--- src/rtl/dot8_mac.sv ---
// Eight-lane unsigned byte dot-product accumulated into a wrapping 24-bit register.
// Start-to-done is 10 cycles; strobes arriving while busy are dropped, so the host must wait for done.
module dot8_mac (
  input  logic        clk,
  input  logic        rst_n,
  input  logic        a_wr,
  input  logic        b_wr,
  input  logic [63:0] wr_data,
  input  logic        start,
  input  logic        clr,
  output logic        busy,
  output logic        done,
  output logic [23:0] result
);

  typedef enum logic [1:0] {IDLE, MUL, DRAIN, DONE} state_t;

  state_t      state_q, state_d;
  logic [63:0] a_q, b_q;
  logic [2:0]  idx_q;
  logic [15:0] prod_q;
  logic        prod_vld_q;
  logic [23:0] acc_q;

  logic [7:0]  a_lane, b_lane;
  logic [15:0] prod_d;
  logic        idle;

  assign idle   = (state_q == IDLE);
  assign a_lane = a_q[{idx_q, 3'b000} +: 8];
  assign b_lane = b_q[{idx_q, 3'b000} +: 8];
  assign prod_d = {8'b0, a_lane} * {8'b0, b_lane};

  always_ff @(posedge clk or negedge rst_n) begin
    if (!rst_n) begin
      state_q <= IDLE;
    end else begin
      state_q <= state_d;
    end
  end

  always_comb begin
    state_d = state_q;
    case (state_q)
      IDLE:    if (start) state_d = MUL;
      MUL:     if (idx_q == 3'd7) state_d = DRAIN;
      DRAIN:   state_d = DONE;
      DONE:    state_d = IDLE;
      default: state_d = IDLE;
    endcase
  end

  always_comb begin
    busy = 1'b0;
    done = 1'b0;
    case (state_q)
      MUL, DRAIN: busy = 1'b1;
      DONE:       done = 1'b1;
      default:    ;
    endcase
  end

  // Stage 1 issues one lane per MUL cycle; stage 2 folds it in one cycle later.
  always_ff @(posedge clk or negedge rst_n) begin
    if (!rst_n) begin
      a_q        <= '0;
      b_q        <= '0;
      idx_q      <= '0;
      prod_q     <= '0;
      prod_vld_q <= 1'b0;
      acc_q      <= '0;
    end else begin
      if (idle && a_wr) a_q <= wr_data;
      if (idle && b_wr) b_q <= wr_data;

      if (idle && start)         idx_q <= 3'd0;
      else if (state_q == MUL)   idx_q <= idx_q + 3'd1;

      if (state_q == MUL) prod_q <= prod_d;
      prod_vld_q <= (state_q == MUL);

      // clr only acts in IDLE, where no product is pending, so it never races an add.
      if (idle && clr)     acc_q <= '0;
      else if (prod_vld_q) acc_q <= acc_q + {8'b0, prod_q};
    end
  end

  assign result = acc_q;

endmodule

--- config.mk ---
export PLATFORM = sky130hd
export DESIGN_NAME = dot8_mac
export DESIGN_NICKNAME = d
export VERILOG_FILES = /design/src/rtl/dot8_mac.sv
export SDC_FILE = /design/constraint.sdc
export NUM_CORES = 1
export LEC_CHECK = 0
export ABC_AREA = 1
export CAP_MARGIN = 20
export CORE_UTILIZATION = 33
export CTS_CLUSTER_SIZE = 16
export DETAILED_ROUTE_END_ITERATION = 16
export PLACE_DENSITY = 0.63
export SLEW_MARGIN = 20
export SYNTH_ARGS = -nofsm -noshare
export SYNTH_HDL_FRONTEND = slang
export SYNTH_SLANG_ARGS = --single-unit
--- constraint.sdc ---
create_clock -name clk -period 5.1 [get_ports clk]
set_input_delay 0.51 -clock clk [delete_from_list [all_inputs] [get_ports clk]]
set_output_delay 0.51 -clock clk [all_outputs]
set_load 0.02 [all_outputs]
Word level (Yosys, flattened, before mapping)
Index checks and enable logic that the tools add are counted.
Operators by class
  reduce and logical (&&, ||, !) cells: 9
  eq/ne operators: 6
  shifts and indexed selects: 2
  mux-type cells: 9
  $mul: 1
  add/sub/neg operators: 2
Operator list (number)
  $shiftx A64 B7 Y8: 2
  $mux W24: 2
  $add A24 B16 Y24: 1
  $mul A8 B8 Y16: 1
  $pmux W2 S4: 1
  $mux W3: 2
  $eq A2 B2 Y1 const B: 2
  $logic_and A1 B1 Y1: 4
  $mux W2: 2
  $ne A2 B2 Y1 const B: 2
  $reduce_bool A2 Y1: 2
  $add A3 B1 Y3 const B: 1
  $eq A3 B3 Y1 const B: 1
  $eq A2 B1 Y1 const B: 1
  $logic_not A2 Y1: 1
  $mux W1: 2
  $reduce_and A2 Y1: 1
  $reduce_or A2 Y1: 1
Storage, ports and cells
  bits of input ports: 70
  flip-flop bits (word level): 174

Depth between registers and ports, before layout
Gate-level depths: netlist (run 1).
  word-level depth: 3
  gate-level depth with buffers: 27

Least setup slack after synthesis (run 1)
OpenSTA, ideal clock, no wires.
  path kind: flip-flop to flip-flop
  start: reg idx_q[0]
  end: reg prod_q[14]
  stages on the path, launching flop included: 25
  arrival: 4.500 ns
  setup time: 0.118 ns
  data required time: 4.982 ns
  period minus slack after synthesis: 4.618 ns
  slack: 0.482 ns
  path through: dfrtp_1 inv_2 buf_4 buf_4 nor2_1 o32ai_2 nand2_1 o21ai_1 nand2_1 fa_1 fa_1 inv_1 fa_1 inv_1 fa_1 inv_1 ha_1 a21oi_1 nor2_1 nor2_1 o21ai_0 nand2_1 nand3_1 nand3_1 nand2_1
Between the ends
  cells in the longest elaborated chain, start to end: 2
RTL lines
  start, declared: RTL line 20  | logic [2:0] idx_q;
  start signal, assigned: RTL line 77  | else if (state_q == MUL) idx_q <= idx_q + 3'd1;
  $shiftx A64 B7 Y8 (on tied branches): RTL line 30, 31
  $mul A8 B8 Y16 *: RTL line 32  | assign prod_d = {8'b0, a_lane} * {8'b0, b_lane};
  end signal, assigned: RTL line 79  | if (state_q == MUL) prod_q <= prod_d;
  end, declared: RTL line 21  | logic [15:0] prod_q;
Mark *: on every way between the ends. The rest lies on a longest branch, timed or not.
A chain may end at the register's enable or synchronous reset.

Worst setup path in the final report (run 1)
  start: reg idx_q[0]
  end: reg prod_q[9]
The elaborated chain is that of the path after synthesis.

==> run metrics, run 1 <==
Max Root-Sink Buffers=2; hold buffer count at CTS=0; PortBufs=95; clk root buf=clkbuf_16; Post-Syn Area=11000 sq um; initial core utilization=0.337; worst slew pin tran=936 ps; Seq/Total Area, Yosys=0.395; global-route usage over all layers=0.175; worst setup path class=reg -> reg; clk slew on worst S/H paths=70 ps; Nets=1677; Synth warnings=0; Final min period=4920 ps; Final Hold Vio Count=0; first-pass GRT wire length=46900 um; Layout area overhead=21.6%; clock skew=19.5 ps; DRC viols=0; initial antenna violation count=1; first drt pass iteration count=7; top_reg_cell synth=dfrtp_1; number of clock buffers inserted by TritonCTS=17; Max Slew Vio Count=0; ANT nets after route=0; Rows=66; H-tree lvl count=4; Synth top area share=0.395; share of cells above drive strength 1=0.0854; Crit path required time=5390 ps; largest area contributor in the synthesized netlist=dfrtp_1; max_slew headroom=0.376; clk sinks=174; critical path launch point type=flip-flop; Clk Latency, worst-skew pair=440 ps; endpoint class of the critical path=flip-flop; setup_tns=0 ps; DR vias/cell=4.83; Mean Syn Cell Area=7.78 sq um; vias in the first global route=9267; Hold/Removal Path Class=in -> async; 1st-iter DRT viols=764; boundary pin count=96; asr flop ratio synth=1.00; WL final=28600 um; reg-to-reg slack, setup=180 ps; total congestion overflow=0; # setup viols final=0; Final Wtd Congestion=0.913; unique cell type count in the Yosys netlist=42; Gate Count Post-Synth=1416; arrival time worst endpoint=5210 ps; Max Fclk=203 MHz; Max Cap Violations=0; largest cells by area after synthesis=dfrtp_1, nand2_1, o21ai_0; DP HPWL=21800 um; wire per inst=14.5 um; Max FO, Critical Path=17; fill count=3354; Core ar.=32700 sq um; Die H=185 um; Final period util=0.965; Die X-Extent=185 um; largest net degree at the start of global routing=114; die area=34100 sq um; Post-synth EDFFs=0; Via Count=9492; status=finished, final reports clean; Yosys reg bits=174; syn nets=1582; CTS tree=yes
## layer usage
| metal | wire, um | GRT usage | share of wire |
|---|---|---|---|
| met1 | 13500 | 0.241 | 0.47 |
| met2 | 13500 | 0.285 | 0.47 |
| met4 | 447 | 0.0407 | 0.016 |
| met5 | 0 | 0 | 0 |
| met3 | 1160 | 0.0292 | 0.040 |
## critical path, cell delays in order (launching register included)
cell      delay, ps
dfrtp_2         510
clkinv_4        160
buf_12          170
o21ai_0         150
o22ai_1          90
buf_4           140
nand2_1          90
o21ai_4          90
inv_2            90
nor2_1           60
fa_2            530
inv_1            50
fa_1            570
fa_1            450
fa_1            540
inv_1            60
ha_4            260
a21oi_2         180
o21ai_1         110
a21oi_1         150
xor2_1          200
o21ai_0         100
## flip-flops by register name (all words and copies together) (netlist names)
signal	count
idx_q	3
result	24
state_q	2
a_q	64
b_q	64
prod_q	16
prod_vld_q	1
## through the flow
| stage | area, sq um | std cells | hold WS (ps) | setup slack, ps | util |
|---|---|---|---|---|---|
| detailed placement | 12500 | 1928 | 471 | 60.9 | 0.383 |
| CTS | 13100 | 1958 | 241 | 29.9 | 0.401 |
| floorplan | 11000 | 1416 | 214 | 482 | - |
| finish | 13400 | 1965 | 158 | 178 | 0.410 |
| global placement | 12500 | 1928 | 463 | 81.6 | 0.383 |
| global route | 13400 | 1965 | 244 | -15.7 | 0.410 |
## path summary, 6_finish.rpt
| path | from | endpoint | cells past startpoint |
|---|---|---|---|
| hold / removal | rst_n | result[22] | 1 |
| min in group clk | a_q[51] | a_q[51] | 2 |
| setup reg to reg | idx_q[0] | prod_q[9] | 21 |
| max in group asynchronous | rst_n | a_q[57] | 2 |
| setup / recovery | idx_q[0] | prod_q[9] | 21 |
| hold reg to reg | a_q[51] | a_q[51] | 2 |
## synth_stat cells (2+ instances only)
library cell  count
xor2_1            4
fa_1             37
mux2i_1           8
clkbuf_1         32
o21ai_0         195
a31oi_1           2
buf_1             4
o32ai_2           7
xnor2_1           3
nor3_1            5
nand4_1           6
nand3_1          43
inv_1           184
nor2_1          159
buf_2             8
nand3b_1          2
o21bai_1          3
or2_1             3
ha_1             59
dfrtp_1         174
a21oi_1          39
nand2_2           3
nand2_1         343
buf_6             5
or2_2             2
o21ai_1          18
nor3b_1           2
buf_4             7
inv_2             8
o21ai_2          17
o22ai_1          22
and2_1            2
## repair_timing
action,4_1_cts,5_1_grt
setup endpoints to repair,0,8
resized for setup,0,43
buffers inserted,0,4
## kinds of logic after synthesis
kind of cell    Yosys count  share of synthesized area
simple gates            572                      0.206
compound gates          310                      0.160
buf+inv                 249                     0.0915
flops                   174                      0.395
fa+ha+maj                96                      0.134
mux                       8                    0.00727
xor+xnor                  7                    0.00556
## cell usage in the layout, fill, tap and decap left out, types with 26 or more instances in the layout
cell type and count:
ha_1 56, dfrtp_1 173, fa_1 36, buf_4 26, clkdlybuf4s50_1 94, a21oi_1 36
inv_1 183, nor2_1 158, nand2_1 340, o21ai_0 190, nand3_1 43
## final cells by class
cell class | instances | area, sq um | area share
Clock buffer | 18 | 429 | 0.0320
Tap cell | 442 | 553 | 0.0413
Sequential cell | 174 | 4360 | 0.325
Timing Repair Buffer | 132 | 1350 | 0.101
Inverter | 193 | 729 | 0.0545
Multi-Input combinational cell | 993 | 5820 | 0.435
Antenna cell | 1 | 2.50 | 0.000187
Clock inverter | 12 | 154 | 0.0115
Power of run 1 is left out: the tool's default activity adds up to more than one toggle a clock period on the data nets, which glitch-free logic cannot reach.
==> run 2, diff against run 1 <==
- CAP_MARGIN: 20 -> not set
- DONT_BUFFER_PORTS: not set -> 1
- PLACE_DENSITY: 0.63 -> 0.59
- clock period: 5.1 -> 6.26 ns (I/O delays scaled with it)
==> run 2 against run 1 <==
  * Clock-buffer cell count grew 2
  * Final cell count shrank 6.3%
  * Die area is the same
  * Via count shrank 5.2%
  * Critical endpoint is now prod_q[14]
  * Register-to-register slack gained 570 ps
  * Cell area shrank 10%
  * Highest routed layer unchanged
  * Largest cell class unchanged
  * First-iteration DRC count shrank 4.2%
==> run metrics, run 2 (synthesized netlist as in run 1, its figures left out) <==
Hold/Removal Path Class=in -> async; Worst path slowest cell=fa_1; setup_tns=0 ps; max_slew headroom=0.342; # setup viols final=0; Via Count=8997; Max FO, Critical Path=65; clk root buf=clkbuf_16; share of cells above drive strength 1=0.0586; clock skew=21.0 ps; ANT nets after route=0; CP peak stage delay=570 ps; wire per inst=15.4 um; CP cell instances=buf_4, mux2i_1, o22ai_1, inv_1, nand2_1, o21ai_1, nor2_1, fa_1, fa_1, fa_1, inv_1, fa_1, inv_1, ha_1, inv_1, o21bai_1, nor2_1, o21ai_0, nand2_1, nand2_1, nand2_1, nand3_1, nand2_1; boundary pin count=96; Non-Filler Instances=1842; largest net degree at the start of global routing=175; WP buf/inv=5; vias in the first global route=8746; die area=34100 sq um; Final Hold Vio Count=0; first drt pass iteration count=7; area of the multi-input gates=5670 sq um; dpl cells=1809; r2r startpoint=idx_q[0]; clk sinks=174; Layout area overhead=8.95%; DRC viols=0; number of clock buffers inserted by TritonCTS=17; PortBufs=0; commonest non-fill, non-tap cell in the layout=nand2_1; Final period util=0.881; Final Wtd Congestion=0.915; H-tree lvl count=4; initial antenna violation count=0; Max Root-Sink Buffers=2; worst reg2reg path endpoint=prod_q[14]; sequential cell area=4360 sq um; initial core utilization=0.337; Die X-Extent=185 um; Max Fclk=181 MHz; clk slew on worst S/H paths=80 ps; status=finished, final reports clean; global-route usage over all layers=0.175; 1st-iter DRT viols=732; RSZ-0062 raised after global routing=false; DR vias/cell=4.88; total congestion overflow=0; Max Slew Vio Count=0; CTS tree=yes; critical path launch point type=flip-flop; Rows=66; fill count=3511; kind of cell adding the most delay to the critical path=adder cells; most used cell, CP=nand2_1; Clk Latency, worst-skew pair=450 ps; Final min period=5520 ps; endpoint class of the critical path=flip-flop; first-pass GRT wire length=46400 um; Nets=1553; Diodes inserted=0; Die H=185 um; DP HPWL=21200 um; commonest non-fill, non-tap cells in the layout=nand2_1, o21ai_0, inv_1; Max Cap Violations=0; worst slew pin tran=986 ps; arrival time worst endpoint=5830 ps; reg-to-reg slack, setup=740 ps; WL final=28300 um; worst setup path class=reg -> reg; Crit path required time=6580 ps; Core ar.=32700 sq um; R2R cell count=23
==> run 2: changes by cell type in the layout (fill, tap and decap cells not counted), sizes merged <==
cell	change
inv	+2
clkbuf	-1
diode	-1
clkdlybuf4s50	-94
clkinvlp	-1
bufinv	-1
buf	-27
==> run 2: area by class of cell <==
type                            instances  share of cell area
Timing Repair Buffer                    8             0.00834
Clock buffer                           20              0.0380
Inverter                              193              0.0604
Multi-Input combinational cell        993               0.472
Sequential cell                       174               0.363
Clock inverter                         12              0.0120
Tap cell                              442              0.0461
==> run 2: worst register-to-register path: stages (launching register included) <==
cell and delay [ps]:
dfrtp_2 370, buf_4 550, mux2i_1 410, o22ai_1 100, inv_1 130, nand2_1 70, o21ai_1 260, nor2_1 130
fa_1 570, fa_1 450, fa_1 540, inv_1 50, fa_1 520, inv_1 40, ha_1 370, inv_1 60
o21bai_1 200, nor2_1 80, o21ai_0 120, nand2_1 110, nand2_1 70, nand2_1 50, nand3_1 70, nand2_1 60
==> run 2: worst max-delay path by stage <==
stage                     startpoint         end  slack [ps]  cells after the start
after floorplan             idx_q[0]  prod_q[14]        1640                     24
after global placement      idx_q[2]  prod_q[14]         830                     21
after detailed placement    idx_q[2]  prod_q[14]         760                     20
after CTS                   idx_q[2]  prod_q[14]         740                     20
after global routing        idx_q[2]  prod_q[15]         320                     19
final                       idx_q[0]  prod_q[14]         740                     23
==> run 2: what timing repair did <==
action                                  CTS  global route
hold buffers                              1             0
setup buffers                             0             0
endpoints found under the hold margin   174             0
resized for setup                         0             0
endpoints found under the setup margin    0             0
==> run 2: through the flow <==
step / util / hold WS (ps) / cell area (sq um) / worst slack, ps
floorplan: - / 330 / 11000 / 1640
global placement: 0.348 / 338 / 11400 / 830
detailed placement: 0.348 / 337 / 11400 / 759
CTS: 0.367 / 244 / 12000 / 739
global route: 0.367 / 227 / 12000 / 324
finish: 0.367 / 129 / 12000 / 743
==> run 2: metal layers <==
layer	up-vias	global-route usage	share of wire
li1	4485	-	-
met1	4241	0.241	0.48
met2	246	0.280	0.45
met3	25	0.0338	0.056
met4	0	0.0450	0.014
met5	-	0	0
Power of run 2 is left out for the same reason.
==> run 3, diff against run 2 <==
- SLEW_MARGIN: 20 -> 30
==> run 3 against run 2 <==
  * Final cell count about the same
  * Non-clock buffer count unchanged
  * Global-route usage about the same
  * Hold slack improved by 81 ps
  * Clock-buffer cell count decreased by 1
  * Worst setup slack got worse by 64 ps
  * Die area unchanged
  * Largest cell class unchanged
  * Critical path depth decreased by 4
  * Routed wire length decreased by 0.24%
==> run metrics, run 3 (synthesized netlist as in run 1, its figures left out) <==
clock skew=28.5 ps; r2r startpoint=idx_q[2]; critical path launch point type=flip-flop; RSZ-0062 raised after global routing=false; clk root buf=clkbuf_16; Max Cap Violations=0; first-pass GRT wire length=46300 um; die area=34100 sq um; WP buf/inv=5; Worst path slowest cell=clkinv_1; Max Fclk=179 MHz; status=finished, final reports clean; clk sinks=174; reg-to-reg slack, setup=680 ps; max_slew headroom=0.402; first drt pass iteration count=8; Crit path required time=6580 ps; CP peak stage delay=720 ps; total congestion overflow=0; DR vias/cell=4.86; CP cell instances=buf_4, clkinv_1, o21ai_2, inv_2, nor2_1, fa_1, fa_1, fa_1, inv_1, fa_1, inv_1, ha_1, nand2_1, o21ai_0, nand2_1, nand3_1, nand2_1, nand3_1, nand2_1; worst setup path class=reg -> reg; Final period util=0.891; commonest non-fill, non-tap cell in the layout=nand2_1; Core ar.=32700 sq um; Via Count=8957; global-route usage over all layers=0.175; arrival time worst endpoint=5900 ps; Max Root-Sink Buffers=2; Max Slew Vio Count=0; Nets=1553; Layout area overhead=8.90%; Final min period=5580 ps; worst reg2reg path endpoint=prod_q[15]; 1st-iter DRT viols=620; worst slew pin tran=897 ps; initial core utilization=0.337; largest net degree at the start of global routing=175; DRC viols=0; Rows=66; boundary pin count=96; Final Hold Vio Count=0; share of cells above drive strength 1=0.0586; Clk Latency, worst-skew pair=450 ps; endpoint class of the critical path=flip-flop; kind of cell adding the most delay to the critical path=adder cells; number of clock buffers inserted by TritonCTS=17; PortBufs=0; initial antenna violation count=1; Hold/Removal Path Class=in -> async; clk slew on worst S/H paths=80 ps; ANT nets after route=0; WL final=28300 um; H-tree lvl count=4; fill count=3475; Die X-Extent=185 um; setup bufs post-CTS=0; # setup viols final=0; Die H=185 um; R2R cell count=19; Max FO, Critical Path=27; CTS tree=yes; Final Wtd Congestion=0.915; vias in the first global route=8757; commonest non-fill, non-tap cells in the layout=nand2_1, o21ai_0, inv_1; wire per inst=15.3 um; setup_tns=0 ps; DP HPWL=21100 um
==> run 3: cell count changes in the layout (fill, tap and decap cells not counted) <==
cell / before / now
clkbuf_8: 2 / 1
clkinv_4: 0 / 3
diode_2: 0 / 1
inv_6: 5 / 3
clkinvlp_4: 2 / 1
clkinv_2: 0 / 1
==> run 3: cell type report <==
cell class	count	area, sq um	share of cell area
clock inverters	13	150	0.0125
well taps	442	553	0.0461
repair buffers	8	100	0.00834
multi-input cells	993	5670	0.473
inverters	193	724	0.0604
flip-flops and latches	174	4360	0.363
diodes	1	2.50	0.000209
clock buffers	19	443	0.0369
==> run 3: worst register-to-register path: stages (launching register included) <==
cell	delay [ps]
dfrtp_1	330
buf_4	260
clkinv_1	730
o21ai_2	480
inv_2	120
nor2_1	180
fa_1	480
fa_1	530
fa_1	540
inv_1	50
fa_1	520
inv_1	40
ha_1	370
nand2_1	110
o21ai_0	330
nand2_1	120
nand3_1	110
nand2_1	50
nand3_1	60
nand2_1	50
==> run 3: worst max-delay path by stage <==
stage	endpoint	cells after the start	start	slack (ps)
after global placement	prod_q[14]	21	idx_q[2]	830
after global routing	prod_q[14]	21	idx_q[2]	320
after detailed placement	prod_q[14]	20	idx_q[2]	760
final	prod_q[15]	19	idx_q[2]	680
after floorplan	prod_q[14]	24	idx_q[0]	1640
after CTS	prod_q[14]	20	idx_q[2]	740
==> run 3: repair_timing <==
action	4_1_cts	5_1_grt
endpoints found under the hold margin	174	0
hold buffers	1	0
resized for setup	0	0
setup endpoints to repair	0	0
==> run 3: layer usage <==
metal	wire (um)	vias up	GRT usage	share of wire
met5	0	-	0	0
met4	343	0	0.0453	0.012
met3	1610	21	0.0411	0.057
met2	12900	234	0.277	0.46
met1	13400	4217	0.240	0.47
li1	-	4485	-	-
==> run 3: stage by stage <==
step / setup WS, ps / area [sq um] / utilization / hold slack (ps) / instances
finish: 680 / 12000 / 0.367 / 210 / 1843
global placement: 830 / 11400 / 0.348 / 338 / 1809
detailed placement: 757 / 11400 / 0.348 / 337 / 1809
global route: 324 / 12000 / 0.367 / 296 / 1842
floorplan: 1640 / 11000 / - / 330 / 1416
CTS: 735 / 12000 / 0.367 / 262 / 1842
Power of run 3 is left out for the same reason.
